### config.mk
export PLATFORM = sky130hd
export DESIGN_NAME = ycr_dmem_arbiter_flat
export DESIGN_NICKNAME = d
export VERILOG_FILES = /design/src/rtl/ycr_dmem_arbiter_if.sv /design/src/rtl/ycr_dmem_arbiter.sv /design/src/flat_wrapper.sv
export SDC_FILE = /design/constraint.sdc
export NUM_CORES = 1
export LEC_CHECK = 0
export CORE_AREA = 4 4 118 120
export DETAILED_ROUTE_END_ITERATION = 12
export DIE_AREA = 0 0 122 124
export PLACE_DENSITY = 0.59
export REMOVE_ABC_BUFFERS = 1
export SYNTH_ARGS = -nofsm -noshare
export SYNTH_HDL_FRONTEND = slang
export SYNTH_SLANG_ARGS = --single-unit
export TNS_END_PERCENT = 10
### constraint.sdc
create_clock -name clk -period 3.5 [get_ports clk]
set_input_delay 0.7 -clock clk [delete_from_list [all_inputs] [get_ports clk]]
set_output_delay 0.7 -clock clk [all_outputs]
set_load 0.03 [all_outputs]
### src/rtl/ycr_dmem_arbiter_if.sv
// ---------------------------------------------------------------------------
// ycr_dmem_arbiter_if
// One DMEM req/req_ack/resp port bundle, shared by requesters and targets.
//
// Signals:
//   req      request valid              (master -> slave)
//   cmd      0 = read, 1 = write        (master -> slave)
//   width    byte / half / word         (master -> slave)
//   addr     address                    (master -> slave)
//   wdata    write data                 (master -> slave)
//   req_ack  address accepted           (slave  -> master)
//   rdata    read data                  (slave  -> master)
//   resp     IDLE=0, RDY_OK=1, RDY_ER=2 (slave  -> master)
//
// Modports:
//   master : the side that issues requests (a requester, or the arbiter
//            towards the target)
//   slave  : the side that accepts requests (a target, or the arbiter
//            towards each requester)
// ---------------------------------------------------------------------------
`ifndef YCR_DMEM_AWIDTH
`define YCR_DMEM_AWIDTH 32
`endif
`ifndef YCR_DMEM_DWIDTH
`define YCR_DMEM_DWIDTH 32
`endif

interface ycr_dmem_arbiter_if;
    logic                        req;
    logic                        cmd;
    logic [1:0]                  width;
    logic [`YCR_DMEM_AWIDTH-1:0] addr;
    logic [`YCR_DMEM_DWIDTH-1:0] wdata;
    logic                        req_ack;
    logic [`YCR_DMEM_DWIDTH-1:0] rdata;
    logic [1:0]                  resp;

    modport master (
        output req, cmd, width, addr, wdata,
        input  req_ack, rdata, resp
    );

    modport slave (
        input  req, cmd, width, addr, wdata,
        output req_ack, rdata, resp
    );
endinterface

### src/rtl/ycr_dmem_arbiter.sv
// ---------------------------------------------------------------------------
// ycr_dmem_arbiter
// Two-requester arbiter in front of one data-memory target port. m0 is the
// core LSU path, m1 the debug/DMA path. One transaction is outstanding at a
// time; the next address phase may overlap the current data phase when the
// target answers RDY_OK in the same cycle it accepts the new address.
//
// Parameters:
//   ARB_RR          1 = round-robin on simultaneous requests, 0 = m0 wins
//   TIMEOUT_CYCLES  data-phase watchdog limit (8-bit), optional feature only
//
// Ports:
//   clk    clock
//   rst_n  asynchronous active-low reset
//   m0     requester port 0 (slave modport)
//   m1     requester port 1 (slave modport)
//   s      target port (master modport)
//
// Optional feature macro: YCR_DMEM_ARB_TIMEOUT_EN
//   When defined, a data phase that sees no target response for
//   TIMEOUT_CYCLES cycles is terminated with RDY_ER to the owner.
// ---------------------------------------------------------------------------
`ifndef YCR_DMEM_AWIDTH
`define YCR_DMEM_AWIDTH 32
`endif
`ifndef YCR_DMEM_DWIDTH
`define YCR_DMEM_DWIDTH 32
`endif

module ycr_dmem_arbiter #(
    parameter bit          ARB_RR         = 1'b1,
    parameter int unsigned TIMEOUT_CYCLES = 255
) (
    input  logic                  clk,
    input  logic                  rst_n,
    ycr_dmem_arbiter_if.slave     m0,
    ycr_dmem_arbiter_if.slave     m1,
    ycr_dmem_arbiter_if.master    s
);

    localparam logic [1:0] RESP_IDLE = 2'd0;
    localparam logic [1:0] RESP_OK   = 2'd1;
    localparam logic [1:0] RESP_ER   = 2'd2;

    // The watchdog counter is 8 bits wide; a limit of 0 would fire on entry.
    if (TIMEOUT_CYCLES == 0 || TIMEOUT_CYCLES > 255) begin : g_bad_timeout
        $error("ycr_dmem_arbiter: TIMEOUT_CYCLES must be in 1..255");
    end

    typedef enum logic {
        ST_ADDR = 1'b0,
        ST_DATA = 1'b1
    } state_e;

    state_e state_q, state_d;
    logic   owner_q, owner_d;
    logic   rr_last_q, rr_last_d;
    logic   lock_vld_q, lock_vld_d;
    logic   lock_id_q, lock_id_d;

    logic   win;
    logic   grant;
    logic   s_req_c;
    logic   handshake;
    logic   timeout_hit;
    logic [1:0] resp_fwd;

`ifdef YCR_DMEM_ARB_TIMEOUT_EN
    localparam logic [7:0] TIMEOUT_LIMIT = TIMEOUT_CYCLES[7:0];

    logic [7:0] to_cnt_q, to_cnt_d;

    // Fires only on a cycle where the target is still silent, so a response
    // arriving exactly at the limit is forwarded normally.
    assign timeout_hit = (state_q == ST_DATA) && (s.resp == RESP_IDLE) &&
                         (to_cnt_q == TIMEOUT_LIMIT);

    always_comb begin
        to_cnt_d = to_cnt_q;
        if (handshake || timeout_hit) begin
            to_cnt_d = 8'd0;
        end else if ((state_q == ST_DATA) && (s.resp == RESP_IDLE)) begin
            to_cnt_d = to_cnt_q + 8'd1;
        end
    end

    always_ff @(posedge clk or negedge rst_n) begin
        if (!rst_n) begin
            to_cnt_q <= 8'd0;
        end else begin
            to_cnt_q <= to_cnt_d;
        end
    end
`else
    assign timeout_hit = 1'b0;
`endif

    // Grant, window and next-state logic
    always_comb begin
        state_d    = state_q;
        owner_d    = owner_q;
        rr_last_d  = rr_last_q;
        lock_vld_d = lock_vld_q;
        lock_id_d  = lock_id_q;

        // A new address may be taken while idle, or while the current data
        // phase completes successfully this very cycle.
        win = (state_q == ST_ADDR) || (s.resp == RESP_OK);

        if (lock_vld_q) begin
            grant = lock_id_q;
        end else if (m0.req && m1.req) begin
            grant = ARB_RR ? ~rr_last_q : 1'b0;
        end else begin
            grant = m1.req;
        end

        s_req_c   = win && (grant ? m1.req : m0.req);
        handshake = s_req_c && s.req_ack;

        // Keep the grant pinned to a presented-but-unaccepted request so the
        // target sees a stable address.
        if (handshake) begin
            lock_vld_d = 1'b0;
        end else if (s_req_c) begin
            lock_vld_d = 1'b1;
            lock_id_d  = grant;
        end

        if (handshake) begin
            state_d   = ST_DATA;
            owner_d   = grant;
            rr_last_d = grant;
        end else if ((state_q == ST_DATA) &&
                     ((s.resp != RESP_IDLE) || timeout_hit)) begin
            state_d = ST_ADDR;
        end
    end

    always_ff @(posedge clk or negedge rst_n) begin
        if (!rst_n) begin
            state_q    <= ST_ADDR;
            owner_q    <= 1'b0;
            rr_last_q  <= 1'b1;
            lock_vld_q <= 1'b0;
            lock_id_q  <= 1'b0;
        end else begin
            state_q    <= state_d;
            owner_q    <= owner_d;
            rr_last_q  <= rr_last_d;
            lock_vld_q <= lock_vld_d;
            lock_id_q  <= lock_id_d;
        end
    end

    // Target side: mux of the granted requester
    assign s.req   = s_req_c;
    assign s.cmd   = grant ? m1.cmd   : m0.cmd;
    assign s.width = grant ? m1.width : m0.width;
    assign s.addr  = grant ? m1.addr  : m0.addr;
    assign s.wdata = grant ? m1.wdata : m0.wdata;

    // Requester side: ack to the granted one, response to the owner only
    assign m0.req_ack = win && s.req_ack && !grant;
    assign m1.req_ack = win && s.req_ack &&  grant;

    assign resp_fwd = timeout_hit ? RESP_ER : s.resp;

    assign m0.resp  = ((state_q == ST_DATA) && !owner_q) ? resp_fwd : RESP_IDLE;
    assign m1.resp  = ((state_q == ST_DATA) &&  owner_q) ? resp_fwd : RESP_IDLE;
    assign m0.rdata = ((state_q == ST_DATA) && !owner_q) ? s.rdata : '0;
    assign m1.rdata = ((state_q == ST_DATA) &&  owner_q) ? s.rdata : '0;

endmodule

### src/flat_wrapper.sv
// flat-port wrapper written by rule: the top's interface ports become plain ports
module ycr_dmem_arbiter_flat 
#(
    parameter bit          ARB_RR         = 1'b1,
    parameter int unsigned TIMEOUT_CYCLES = 255
)
  (clk, rst_n, m0_req, m0_cmd, m0_width, m0_addr, m0_wdata, m0_req_ack, m0_rdata, m0_resp, m1_req, m1_cmd, m1_width, m1_addr, m1_wdata, m1_req_ack, m1_rdata, m1_resp, s_req, s_cmd, s_width, s_addr, s_wdata, s_req_ack, s_rdata, s_resp);
  ycr_dmem_arbiter_if m0_i ();
  ycr_dmem_arbiter_if m1_i ();
  ycr_dmem_arbiter_if s_i ();
  input  logic clk;
  input  logic rst_n;
  input wire logic [$bits(m0_i.req)-1:0] m0_req;
  input wire logic [$bits(m0_i.cmd)-1:0] m0_cmd;
  input wire logic [$bits(m0_i.width)-1:0] m0_width;
  input wire logic [$bits(m0_i.addr)-1:0] m0_addr;
  input wire logic [$bits(m0_i.wdata)-1:0] m0_wdata;
  output wire logic [$bits(m0_i.req_ack)-1:0] m0_req_ack;
  output wire logic [$bits(m0_i.rdata)-1:0] m0_rdata;
  output wire logic [$bits(m0_i.resp)-1:0] m0_resp;
  input wire logic [$bits(m1_i.req)-1:0] m1_req;
  input wire logic [$bits(m1_i.cmd)-1:0] m1_cmd;
  input wire logic [$bits(m1_i.width)-1:0] m1_width;
  input wire logic [$bits(m1_i.addr)-1:0] m1_addr;
  input wire logic [$bits(m1_i.wdata)-1:0] m1_wdata;
  output wire logic [$bits(m1_i.req_ack)-1:0] m1_req_ack;
  output wire logic [$bits(m1_i.rdata)-1:0] m1_rdata;
  output wire logic [$bits(m1_i.resp)-1:0] m1_resp;
  output wire logic [$bits(s_i.req)-1:0] s_req;
  output wire logic [$bits(s_i.cmd)-1:0] s_cmd;
  output wire logic [$bits(s_i.width)-1:0] s_width;
  output wire logic [$bits(s_i.addr)-1:0] s_addr;
  output wire logic [$bits(s_i.wdata)-1:0] s_wdata;
  input wire logic [$bits(s_i.req_ack)-1:0] s_req_ack;
  input wire logic [$bits(s_i.rdata)-1:0] s_rdata;
  input wire logic [$bits(s_i.resp)-1:0] s_resp;
  assign m0_i.req = m0_req;
  assign m0_i.cmd = m0_cmd;
  assign m0_i.width = m0_width;
  assign m0_i.addr = m0_addr;
  assign m0_i.wdata = m0_wdata;
  assign m0_req_ack = m0_i.req_ack;
  assign m0_rdata = m0_i.rdata;
  assign m0_resp = m0_i.resp;
  assign m1_i.req = m1_req;
  assign m1_i.cmd = m1_cmd;
  assign m1_i.width = m1_width;
  assign m1_i.addr = m1_addr;
  assign m1_i.wdata = m1_wdata;
  assign m1_req_ack = m1_i.req_ack;
  assign m1_rdata = m1_i.rdata;
  assign m1_resp = m1_i.resp;
  assign s_req = s_i.req;
  assign s_cmd = s_i.cmd;
  assign s_width = s_i.width;
  assign s_addr = s_i.addr;
  assign s_wdata = s_i.wdata;
  assign s_i.req_ack = s_req_ack;
  assign s_i.rdata = s_rdata;
  assign s_i.resp = s_resp;
  ycr_dmem_arbiter #(.ARB_RR(ARB_RR), .TIMEOUT_CYCLES(TIMEOUT_CYCLES)) u_core (.clk(clk), .rst_n(rst_n), .m0(m0_i), .m1(m1_i), .s(s_i));
endmodule
==> reports/summary.txt <==
====================================================================================
Post-Syn Area per Cell                                                   8.568 sq um
Most frequent cells in the layout                                       242 x sky130_fd_sc_hd__clkdlybuf4s50_1, 69 x sky130_fd_sc_hd__and3_1, 67 x sky130_fd_sc_hd__mux2_2
Quantity of hold-fixing buffers added after cts                                    0
Most instantiated flip-flop cell in the synthesis netlist               sky130_fd_sc_hd__dfrtp_1
CTS sink cnt                                                                       5
Inserted Clock Buffers                                                             3
Total power                                                                  3048 uW
Hold Violations, Final                                                             0
Flop and latch count out of synthesis                                              5
Post-route minimum period                                                    3349 ps
TNS Setup                                                                       0 ps
CP endpoint kind                                                        primary output
Required time at the worst-slack endpoint                                    2800 ps
Die width                                                                     122 um
Most congested layer reported by global routing                                 met2
Total via count in the routed design                                            2729
Vias per cell                                                                  4.091
Standard-cell row count                                                           42
Most common cell after layout, fill and taps aside                      sky130_fd_sc_hd__clkdlybuf4s50_1
Highest attainable clock frequency                                         298.6 MHz
Number of DRC markers after the initial detailed-route iteration                  30
Filler cell count in the final layout                                           1355
Number of levels the H-tree was split into                                         1
Period utilisation layout                                                     95.68%
Setup fix buffers added after clock tree synthesis                                 0
Share of flip-flops with an asynchronous set or reset after synthesis         100.0%
Max stage delay on crit path                                                  450 ps
Overall routing resource usage                                                13.29%
Data arrival at the endpoint of the critical path                            2650 ps
Root cell of the clock tree                                             sky130_fd_sc_hd__clkbuf_16
Unrepaired setup endpoints after global routing                                   no
Slew Viols, Final                                                                  0
Number of warnings issued by yosys                                                 0
Path category of the worst min-delay check                                reg -> reg
Port Buffer Count                                                                310
Detailed-routing iteration count for the pre-antenna-repair pass                   4
Power density over the cells                                            617.5 nW/um^2
Remaining design rule violation count                                              0
Met2 capacity usage during global routing                                     24.62%
Nature of the critical path startpoint                                     input pin
Fraction of layout cells with a size suffix above 1                           24.24%
NumNets Final                                                                    665
Wire length of the first global-routing pass                                15.50 mm
Max-capacitance violation count                                                    0
Cell chain of the critical path                                         clkdlybuf4s50_1 > nor2b_2 > a22oi_4 > buf_12 > buf_6 > mux2_2 > buf_4
Pin count of the biggest net entering global routing                              65
Least-Margin Pin Slew                                                       789.3 ps
Count of flip-flops with a built-in enable after synthesis                         0
Die area                                                                 15130 sq um
CP max FO                                                                         41
GR met1 Demand/Resource                                                       14.90%
Count of nets left with antenna violations after detail routing                    0
Clock slew at reported path FFs                                                30 ps
WL final                                                                    11.79 mm
Worst clock skew on the final layout                                        3.134 ps
Final Wtd Congestion                                                          0.8173
Category of the most critical setup path                                   in -> out
Clock tree from TritonCTS                                                        yes
Synthesized instance count                                                       191
Die Y                                                                         124 um
Outcome                                                                 finished, final reports clean
Met3 Resource Use GR                                                          4.995%
Peak VDD IR                                                                0.3328 mV
Number of global-route vias before repair                                       2704
Effective utilization at floorplan                                            12.61%
Final setup violating endpoints                                                    0
Area of the core                                                         12980 sq um
Footprint of the multi-input gates                                        1353 sq um
Worst slew margin relative to its limit                                       47.32%
Initial antenna violation count                                                    0
Count of cell types in the netlist                                                23
Hpwl dp                                                                     10.38 mm
Clock latency at the later pin of the worst-skew pair                         230 ps
Post-synthesis instance area                                              1637 sq um
Final global-route overflow total                                                  0
Slowest library cell on the worst path                                  sky130_fd_sc_hd__clkdlybuf4s50_1
Drt wl/cell                                                                 17.68 um
I/O Pins                                                                         311
Seq/Total Area, Yosys                                                         7.722%
Register Area                                                            126.4 sq um
Area added between synthesis and finish                                       201.6%
Lkg Pwr                                                                  0.002355 uW
Ant diodes                                                                         0
Buffer depth of the longest clock path                                             2
====================================================================================
==> registers in the layout, summed over array words and instances, names as in the netlist <==
name	count
u_core.lock_vld_q	1
u_core.lock_id_q	1
u_core.owner_q	1
u_core.rr_last_q	1
u_core.state_q	1
==> worst max-delay path: cells and delay by family <==
family          cells  cell delay, ps
simple gates        1             200
buf+inv             4            1130
compound gates      1             190
mux                 1             380
==> what timing repair did <==
action,4_1_cts,5_1_grt
hold endpoints to repair,0,0
setup endpoints to repair,4,32
resized for setup,4,26
==> report_power, final <==
part | switching (uW) | leakage, uW | internal (uW)
Combinational | 1520 | 0.00226 | 1210
Sequential | 36.0 | 0.0000582 | 88.7
Clock | 41.0 | 0.0000382 | 151
==> Yosys cell counts, types with 2 or more instances <==
cell,count,share of area (%)
sky130_fd_sc_hd__a2111oi_0,2,1.1
sky130_fd_sc_hd__and3_1,69,26
sky130_fd_sc_hd__buf_6,7,4.8
sky130_fd_sc_hd__clkbuf_1,14,3.2
sky130_fd_sc_hd__dfrtp_1,4,6.1
sky130_fd_sc_hd__inv_1,7,1.6
sky130_fd_sc_hd__mux2_2,67,46
sky130_fd_sc_hd__nand2_1,2,0.46
sky130_fd_sc_hd__nor2_1,3,0.69
sky130_fd_sc_hd__o22ai_1,2,0.76
sky130_fd_sc_hd__o32ai_1,2,1.1
==> cells by family after synthesis <==
| kind of cell | Yosys count | synth area share [%] |
|---|---|---|
| simple gates | 78 | 29.43 |
| mux | 68 | 46.71 |
| buf+inv | 28 | 9.634 |
| compound gates | 12 | 6.499 |
| flops | 5 | 7.722 |
==> path summary, 6_finish.rpt <==
| path | end | slack (ps) | start | cells past startpoint |
|---|---|---|---|---|
| worst max-delay path | s_wdata[21] | 150 | m1_req | 7 |
| worst min-delay path | u_core.rr_last_q | 470 | u_core.rr_last_q | 2 |
| worst max register to register | u_core.owner_q | 1960 | u_core.lock_id_q | 3 |
| worst min register to register | u_core.rr_last_q | 470 | u_core.rr_last_q | 2 |
| max in group asynchronous | u_core.rr_last_q | 2520 | rst_n | 1 |
| min in group asynchronous | u_core.lock_vld_q | 710 | rst_n | 1 |
==> through the flow <==
stage	utilization, %	cell area, sq um	worst slack, ps	cells	hold WS, ps
floorplan	-	1505	226.8	170	404.4
detailed placement	36.95	4796	3.533	663	466.1
finish	38.03	4936	151.1	667	469.2
global placement	36.95	4796	41.26	663	462.1
global route	38.03	4936	61.29	667	499.9
CTS	37.52	4870	0.1716	667	471.4
==> cell type report <==
type	count	area share (%)
sequential	5	2.560
tap	176	4.461
inverter	7	0.5323
timing repair buffer	317	63.45
multi-input combinational	158	27.40
clock buffer	4	1.597
==> layer usage <==
| metal | share of wire (%) | vias to the layer above |
|---|---|---|
| li1 | - | 1316 |
| met4 | 0.50 | 0 |
| met1 | 36 | 1231 |
| met3 | 12 | 4 |
| met5 | 0 | - |
| met2 | 52 | 178 |
No activity file was read; power rests on OpenSTA's default activity.
